### src/rtl/booth_sequencer_if.sv
// Handshake and control bundle between a Booth multiplier datapath (plus its
// requester) and the booth_sequencer control FSM.
//   master: requester/datapath side, drives start and Q, observes the strobes
//   slave : sequencer side, observes start and Q, drives the strobes
interface booth_sequencer_if #(
  parameter int NB = 4
);
  localparam int W = $clog2(NB) + 1;

  logic          start;
  logic [NB-1:0] q;
  logic          load;
  logic          arithmetic;
  logic          shift;
  logic [W-1:0]  shmnt;
  logic          busy;
  logic          done;
  logic [W-1:0]  op_count;

  modport master (
    output start, q,
    input  load, arithmetic, shift, shmnt, busy, done, op_count
  );

  modport slave (
    input  start, q,
    output load, arithmetic, shift, shmnt, busy, done, op_count
  );
endinterface

### src/rtl/booth_sequencer.sv
// Control FSM for a radix-2 Booth multiplier datapath.
// Sequence: IDLE -> LOAD -> (ARITH -> SHIFT)* -> DONE -> IDLE.
// With FAST=1 every SHIFT skips the whole run of equal low-order multiplier
// bits, so runs of 0s/1s cost one ARITH/SHIFT pair instead of one per bit.
// The shift amount is worked out during ARITH (Q is stable across ARITH->SHIFT)
// and registered, so shmnt is a flop output; arithmetic is the only output
// that depends combinationally on Q.
module booth_sequencer #(
  parameter int NB   = 4,
  parameter bit FAST = 1'b1
) (
  input  logic               clk,
  input  logic               rst_n,
  booth_sequencer_if.slave   bus
);
  localparam int W = $clog2(NB) + 1;

  typedef enum logic [2:0] {
    S_IDLE  = 3'd0,
    S_LOAD  = 3'd1,
    S_ARITH = 3'd2,
    S_SHIFT = 3'd3,
    S_DONE  = 3'd4
  } state_t;

  state_t       state_r;
  logic [W-1:0] rem_r;        // unconsumed multiplier bits
  logic [W-1:0] op_count_r;
  logic [W-1:0] shmnt_r;
  logic         prev_r;       // last consumed multiplier bit (Booth q[-1])
  logic         load_r;
  logic         shift_r;
  logic         busy_r;
  logic         done_r;
  logic [W-1:0] k_s;          // shift amount for the upcoming SHIFT
  logic         arith_s;

  // Shift amount: first bit transition inside q[rem-1:0], or all of rem
  always_comb begin
    k_s = rem_r;
    if (FAST) begin
      // scanning downwards leaves the smallest qualifying j in k_s
      for (int j = NB - 1; j >= 1; j--) begin
        if ((W'(j) < rem_r) && (bus.q[j] != bus.q[j-1])) begin
          k_s = W'(j);
        end else begin
          k_s = k_s;
        end
      end
    end else begin
      k_s = W'(1);
    end
  end

  // Add/sub strobe in ARITH; in fast mode only when the Booth pair differs
  always_comb begin
    arith_s = 1'b0;
    if (state_r == S_ARITH) begin
      if (FAST) begin
        arith_s = (bus.q[0] != prev_r);
      end else begin
        arith_s = 1'b1;
      end
    end else begin
      arith_s = 1'b0;
    end
  end

  // Sequencer FSM with registered strobes and status
  always_ff @(posedge clk or negedge rst_n) begin
    if (!rst_n) begin
      state_r    <= S_IDLE;
      rem_r      <= {W{1'b0}};
      op_count_r <= {W{1'b0}};
      shmnt_r    <= {W{1'b0}};
      prev_r     <= 1'b0;
      load_r     <= 1'b0;
      shift_r    <= 1'b0;
      busy_r     <= 1'b0;
      done_r     <= 1'b0;
    end else begin
      case (state_r)
        S_IDLE: begin
          done_r  <= 1'b0;
          shift_r <= 1'b0;
          shmnt_r <= {W{1'b0}};
          if (bus.start) begin
            state_r <= S_LOAD;
            load_r  <= 1'b1;
            busy_r  <= 1'b1;
          end else begin
            load_r  <= 1'b0;
            busy_r  <= 1'b0;
          end
        end
        S_LOAD: begin
          load_r     <= 1'b0;
          rem_r      <= W'(NB);
          prev_r     <= 1'b0;
          op_count_r <= {W{1'b0}};
          state_r    <= S_ARITH;
        end
        S_ARITH: begin
          shift_r <= 1'b1;
          shmnt_r <= k_s;
          state_r <= S_SHIFT;
        end
        S_SHIFT: begin
          shift_r    <= 1'b0;
          shmnt_r    <= {W{1'b0}};
          // the skipped run equals q[0], so q[k-1] == q[0]
          prev_r     <= bus.q[0];
          rem_r      <= rem_r - shmnt_r;
          op_count_r <= op_count_r + W'(1);
          if (rem_r == shmnt_r) begin
            state_r <= S_DONE;
            done_r  <= 1'b1;
          end else begin
            state_r <= S_ARITH;
          end
        end
        S_DONE: begin
          done_r  <= 1'b0;
          busy_r  <= 1'b0;
          state_r <= S_IDLE;
        end
        default: begin
          state_r <= S_IDLE;
          load_r  <= 1'b0;
          shift_r <= 1'b0;
          shmnt_r <= {W{1'b0}};
          busy_r  <= 1'b0;
          done_r  <= 1'b0;
        end
      endcase
    end
  end

  assign bus.load       = load_r;
  assign bus.arithmetic = arith_s;
  assign bus.shift      = shift_r;
  assign bus.shmnt      = shmnt_r;
  assign bus.busy       = busy_r;
  assign bus.done       = done_r;
  assign bus.op_count   = op_count_r;
endmodule

### src/flat_wrapper.sv
// flat-port wrapper written by rule: the top's interface ports become plain ports
module booth_sequencer_flat 
#(
  parameter int NB   = 4,
  parameter bit FAST = 1'b1
)
  (clk, rst_n, bus_start, bus_q, bus_load, bus_arithmetic, bus_shift, bus_shmnt, bus_busy, bus_done, bus_op_count);
  booth_sequencer_if #(.NB(NB)) bus_i ();
  input  logic clk;
  input  logic rst_n;
  input wire logic [$bits(bus_i.start)-1:0] bus_start;
  input wire logic [$bits(bus_i.q)-1:0] bus_q;
  output wire logic [$bits(bus_i.load)-1:0] bus_load;
  output wire logic [$bits(bus_i.arithmetic)-1:0] bus_arithmetic;
  output wire logic [$bits(bus_i.shift)-1:0] bus_shift;
  output wire logic [$bits(bus_i.shmnt)-1:0] bus_shmnt;
  output wire logic [$bits(bus_i.busy)-1:0] bus_busy;
  output wire logic [$bits(bus_i.done)-1:0] bus_done;
  output wire logic [$bits(bus_i.op_count)-1:0] bus_op_count;
  assign bus_i.start = bus_start;
  assign bus_i.q = bus_q;
  assign bus_load = bus_i.load;
  assign bus_arithmetic = bus_i.arithmetic;
  assign bus_shift = bus_i.shift;
  assign bus_shmnt = bus_i.shmnt;
  assign bus_busy = bus_i.busy;
  assign bus_done = bus_i.done;
  assign bus_op_count = bus_i.op_count;
  booth_sequencer #(.NB(NB), .FAST(FAST)) u_core (.clk(clk), .rst_n(rst_n), .bus(bus_i));
endmodule
### config.mk
export PLATFORM = sky130hd
export DESIGN_NAME = booth_sequencer_flat
export DESIGN_NICKNAME = d
export VERILOG_FILES = /design/src/rtl/booth_sequencer_if.sv /design/src/rtl/booth_sequencer.sv /design/src/flat_wrapper.sv
export SDC_FILE = /design/constraint.sdc
export NUM_CORES = 1
export LEC_CHECK = 0
export CAP_MARGIN = 10
export CORE_MARGIN = 2
export CORE_UTILIZATION = 35
export CTS_CLUSTER_DIAMETER = 80
export DETAILED_ROUTE_END_ITERATION = 8
export HOLD_SLACK_MARGIN = 0.03
export SLEW_MARGIN = 20
export SYNTH_ARGS = -nofsm -noshare
export SYNTH_HDL_FRONTEND = slang
export SYNTH_SLANG_ARGS = --single-unit
### constraint.sdc
create_clock -name clk -period 1.3 [get_ports clk]
set_input_delay 0.39 -clock clk [delete_from_list [all_inputs] [get_ports clk]]
set_output_delay 0.39 -clock clk [all_outputs]
set_load 0.02 [all_outputs]
* Word level (Yosys, flattened, before mapping)
Cells that the tools add are included.
Word-level totals: register bits 17, output and inout bits 11
Operators by class: reductions and logical operators 10, bitwise logic cells 1, order comparisons 3, mux-type cells 17, add/sub/neg operators 2, equality and inequality tests 11
Operators by type and width (number):
- $pmux 3 s2 | 3
- $mux 3 | 5
- $pmux 3 s4 | 1
- $pmux 1 s2 | 5
- $eq 3x2->1 const B | 2
- $lt 2x3->1 const A | 2
- $reduce_or 3->1 | 2
- $ne 1x1->1 | 4
- $reduce_or 2->1 | 2
- $add 3x1->3 const B | 1
- $eq 3x1->1 const B | 1
- $eq 3x3->1 | 1
- $eq 3x3->1 const B | 1
- $logic_and 1x1->1 | 3
- $logic_not 3->1 | 1
- $lt 1x3->1 const A | 1
- $mux 1 | 3
- $sub 3x3->3 | 1
- $ne 2x1->1 const B | 1
- $ne 2x2->1 const B | 1
- $reduce_and 2->1 | 1
- $reduce_bool 2->1 | 1
- $not 1->1 | 1

* Depth between registers and ports, before layout
depth in word-level cells 6, depth in mapped cells 7, depth with buffers taken out 7

* Least setup slack after synthesis
Ideal clock, no wire load.
path kind reg2reg, start point register u_core.shmnt_r[0], in the netlist u_core.bus.shmnt[0], end point register u_core.rem_r[2], setup time 0.077 ns, period minus slack after synthesis 1.562 ns, path slack -0.262 ns, data arrival time 1.484 ns, stages on the path, launching flop included 7, cell sequence dfrtp_1 -> ha_1 -> fa_1 -> xnor2_1 -> a21oi_1 -> nor2_1 -> a21oi_1
On the way: cells in the longest elaborated chain, start to end 2
Ends and longest elaborated chain:
- start, declared | RTL line booth_sequencer.sv:29 | logic [W-1:0] shmnt_r;
- start signal, assigned | RTL line booth_sequencer.sv:75 | shmnt_r <= {W{1'b0}};
- start signal, assigned | RTL line booth_sequencer.sv:86 | shmnt_r <= {W{1'b0}};
- start signal, assigned | RTL line booth_sequencer.sv:105 | shmnt_r <= k_s;
- $sub 3x3->3 | RTL line booth_sequencer.sv:113 | rem_r <= rem_r - shmnt_r;
- $pmux 3 s2 | RTL line booth_sequencer.sv:82 | case (state_r)
- end signal, assigned | RTL line booth_sequencer.sv:73 | rem_r <= {W{1'b0}};
- end signal, assigned | RTL line booth_sequencer.sv:98 | rem_r <= W'(NB);
- end signal, assigned | RTL line booth_sequencer.sv:113
- end, declared | RTL line booth_sequencer.sv:27 | logic [W-1:0] rem_r;
No other way between the ends. A chain may end at the register's enable or synchronous reset.

* Final worst setup path
start point register u_core.prev_r, end point output bus_arithmetic
On the way: cells in the longest elaborated chain, start to end 2
Ends and longest elaborated chain:
- start, declared | RTL line booth_sequencer.sv:30 | logic prev_r;
- start signal, assigned | RTL line booth_sequencer.sv:112 | prev_r <= bus.q[0];
- $ne 1x1->1 | RTL line booth_sequencer.sv:60 | arith_s = (bus.q[0] != prev_r);
- $mux 1 | RTL line booth_sequencer.sv:58 | if (state_r == S_ARITH) begin
- end, declared | RTL line flat_wrapper.sv:14 | output wire logic [$bits(bus_i.arithmetic)-1:0] bus_arithmetic;
No other way between the ends.

==> results.yml <==
floorplan:
  io_pins: 18
  core_area_mm2: 0.00252
  rows: 18
  die_h_um: 56.0
  initial_core_util: 0.375
  die_w_um: 56.0
  dieArea_mm2: 0.00313
yosys:
  yosysSeqAreaShare: 0.450
  syn_nets: 114
  ys_types: 30
  synth_area_um2: 946
  async_reset_ff_frac: 1.00
  synth_edf_count: 0
  ys_warn_count: 0
  synth_seq_cells: 17
  ys_dominant_reg_cell: "dfrtp_1"
  synthCells: 103
  post_synth.cell_area_avg_um2: 9.18
power_and_ir_drop:
  power_density_mw_per_mm2: 2440
  p_leak_nw: 0.699
  ir_drop_uv: 1290
placement:
  portBuffers: 17
  gp_congestion: 0.803
  pre_cts_ws_ns: -0.880
  dp_hpwl_um: 1720
run:
  maxCapViolations: 0
clock_tree:
  root_buffer: "clkbuf_4"
  cts_max_level: 1
  cts_tree: "yes"
  numCtsBuffers: 3
  cts_num_sinks: 17
  cts_hold_buf: 0
  clk_pin_slew_ns: 0.11
  clockBufferDepth: 2
  worstSkewPairLatency_ns: 0.31
drt:
  drtIter0Drc: 32
  firstDrtPassIters: 4
  drt-total-wl_um: 2690
  vias: 935
  drc: 0
  wire_per_inst_um: 14.6
  antenna_left: 0
  viasPerCell: 5.08
worst_setup_path:
  crit_family: "flip-flops"
  critPathRequiredTime_ns: 0.91
  slowest_stage: "dfrtp_1"
  crit_fanout: 2
  critical_path_class: "reg -> out"
  rrSetupSlack_ns: -0.17
  worstSetupEndpointType: "output port"
  startpoint_type: "flop"
  crit_chain: "xnor2_2 -> nor3_4 -> buf_6"
  slowest_delay_ns: 0.42
  timing.rr.start: "u_core.bus.shmnt[0]"
  critPathBufInv: 1
  startpoint: "u_core.prev_r"
  cp.arrival_ns: 1.20
global_routing:
  grt_use_total: 0.171
  gr-total-overflow: 0
  grt_antenna_before_repair: 0
  grt_first_pass_wirelength_um: 4160
  first_global_vias: 900
  grt_max_degree: 18
sta:
  finalClockSkew_ns: 0.00441
  timing.final.crit_share: 1.23
  relSlewSlack: 0.831
  tightest_slew_ns: 0.254
  slew_viol_final: 0
  max_freq_mhz: 627
  timing.hold.ws_ns: 0.394
  hold_viol_final: 0
  setup_slack_ns: -0.295
  grt_setup_unrepaired: "yes"
  final.min_clock_period_ns: 1.59
  setup_viol_count_final: 5
status:
  status: "complete, but fails checks"
  violations: "setup timing"
final_layout:
  diodes: 0
  drive_above_1_share: 0.506
  nNetsFinal: 166
  n_fill_cell: 217
  area_growth_pct: 64.3
  fin_util: 0.616
worst_hold_path:
  worstHoldPathType: "in -> async"
-- stage by stage --
stage / power (W) / cell area (um^2) / setup TNS, ns / instances
detailed placement: 0.00292 / 1330 / -3.28 / 166
global route: 0.00406 / 1550 / -1.07 / 184
finish: 0.00379 / 1550 / -0.780 / 184
CTS: 0.00345 / 1430 / -0.866 / 178
global placement: 0.00287 / 1330 / -3.01 / 166
floorplan: 0.00207 / 982 / -0.245 / 103
-- state kept, by name (all words and copies together) (netlist names) --
signal / flops
u_core.state_r: 3
u_core.rem_r: 3
u_core.bus.done: 1
u_core.bus.load: 1
u_core.bus.busy: 1
u_core.bus.shift: 1
u_core.bus.op_count: 3
u_core.bus.shmnt: 3
u_core.prev_r: 1
-- layout by cell type (no fill, tap or decap), types with 5 or more instances in the layout --
| cell | n |
|---|---|
| nor2_1 | 8 |
| nand3_1 | 6 |
| nand2_1 | 12 |
| dfrtp_1 | 14 |
| o21ai_0 | 7 |
| a21oi_1 | 5 |
| buf_2 | 8 |
| buf_6 | 9 |
| buf_4 | 29 |
-- what timing repair did --
item | 4_1_cts | 5_1_grt
pin swaps | 7 | 8
gates cloned | 0 | 0
buffers inserted | 8 | 7
setup endpoints to repair | 18 | 17
gates resized for setup | 71 | 12
endpoints found under the hold margin | 0 | 0
-- cell type report --
class,instances,area [um^2],share of cell area
repair buffers,53,437,0.281
well taps,30,37.5,0.0242
flip-flops and latches,17,429,0.276
clock buffers,3,22.5,0.0145
clock inverters,1,5.00,0.00322
inverters,3,13.8,0.00886
multi-input cells,77,609,0.392
-- report_power, final --
part / total, W / internal (W) / switching (W)
Sequential: 0.000939 / 0.000762 / 0.000177
Combinational: 0.00254 / 0.00133 / 0.00121
Clock: 0.000312 / 0.000115 / 0.000197
-- worst paths after layout --
check	to	depth (start not counted)
max reg2reg	u_core.rem_r[2]	6
min reg2reg	u_core.prev_r	2
min	u_core.bus.op_count[0]	2
max in group asynchronous	u_core.bus.shmnt[1]	2
min in group clk	u_core.prev_r	2
max	bus_arithmetic	3
-- cells in the mapped netlist (3+ instances only) --
library cell  number  area share
nor2_1            10       0.040
o21ai_0            9       0.048
nand2b_1           4       0.026
ha_1               3       0.040
dfrtp_1           17        0.45
nor3_1             3       0.016
nand2_1           12       0.048
a21oi_1            5       0.026
nand3_1            7       0.037
inv_1              3       0.012
xnor2_1            3       0.028
buf_2              3       0.016
-- per-layer routing --
| layer | routed length (um) | global-route usage |
|---|---|---|
| met1 | 1180 | 0.220 |
| met2 | 1360 | 0.286 |
| met3 | 103 | 0.0233 |
| met4 | 45 | 0.0714 |
| met5 | 0 | 0 |
-- cell families (layout without fill, tap and decap cells) --
| family | Yosys count | in the layout | share of synthesized area |
|---|---|---|---|
| XOR/XNOR | 5 | 5 | 0.0463 |
| AO/OA/AOI/OAI | 25 | 25 | 0.169 |
| flip-flops | 17 | 17 | 0.450 |
| AND/OR/NAND/NOR | 41 | 41 | 0.206 |
| buffers and inverters | 9 | 60 | 0.0437 |
| adder cells (fa/ha/maj) | 4 | 4 | 0.0609 |
| multiplexers | 2 | 2 | 0.0238 |
(Power assumes the default switching activity.)
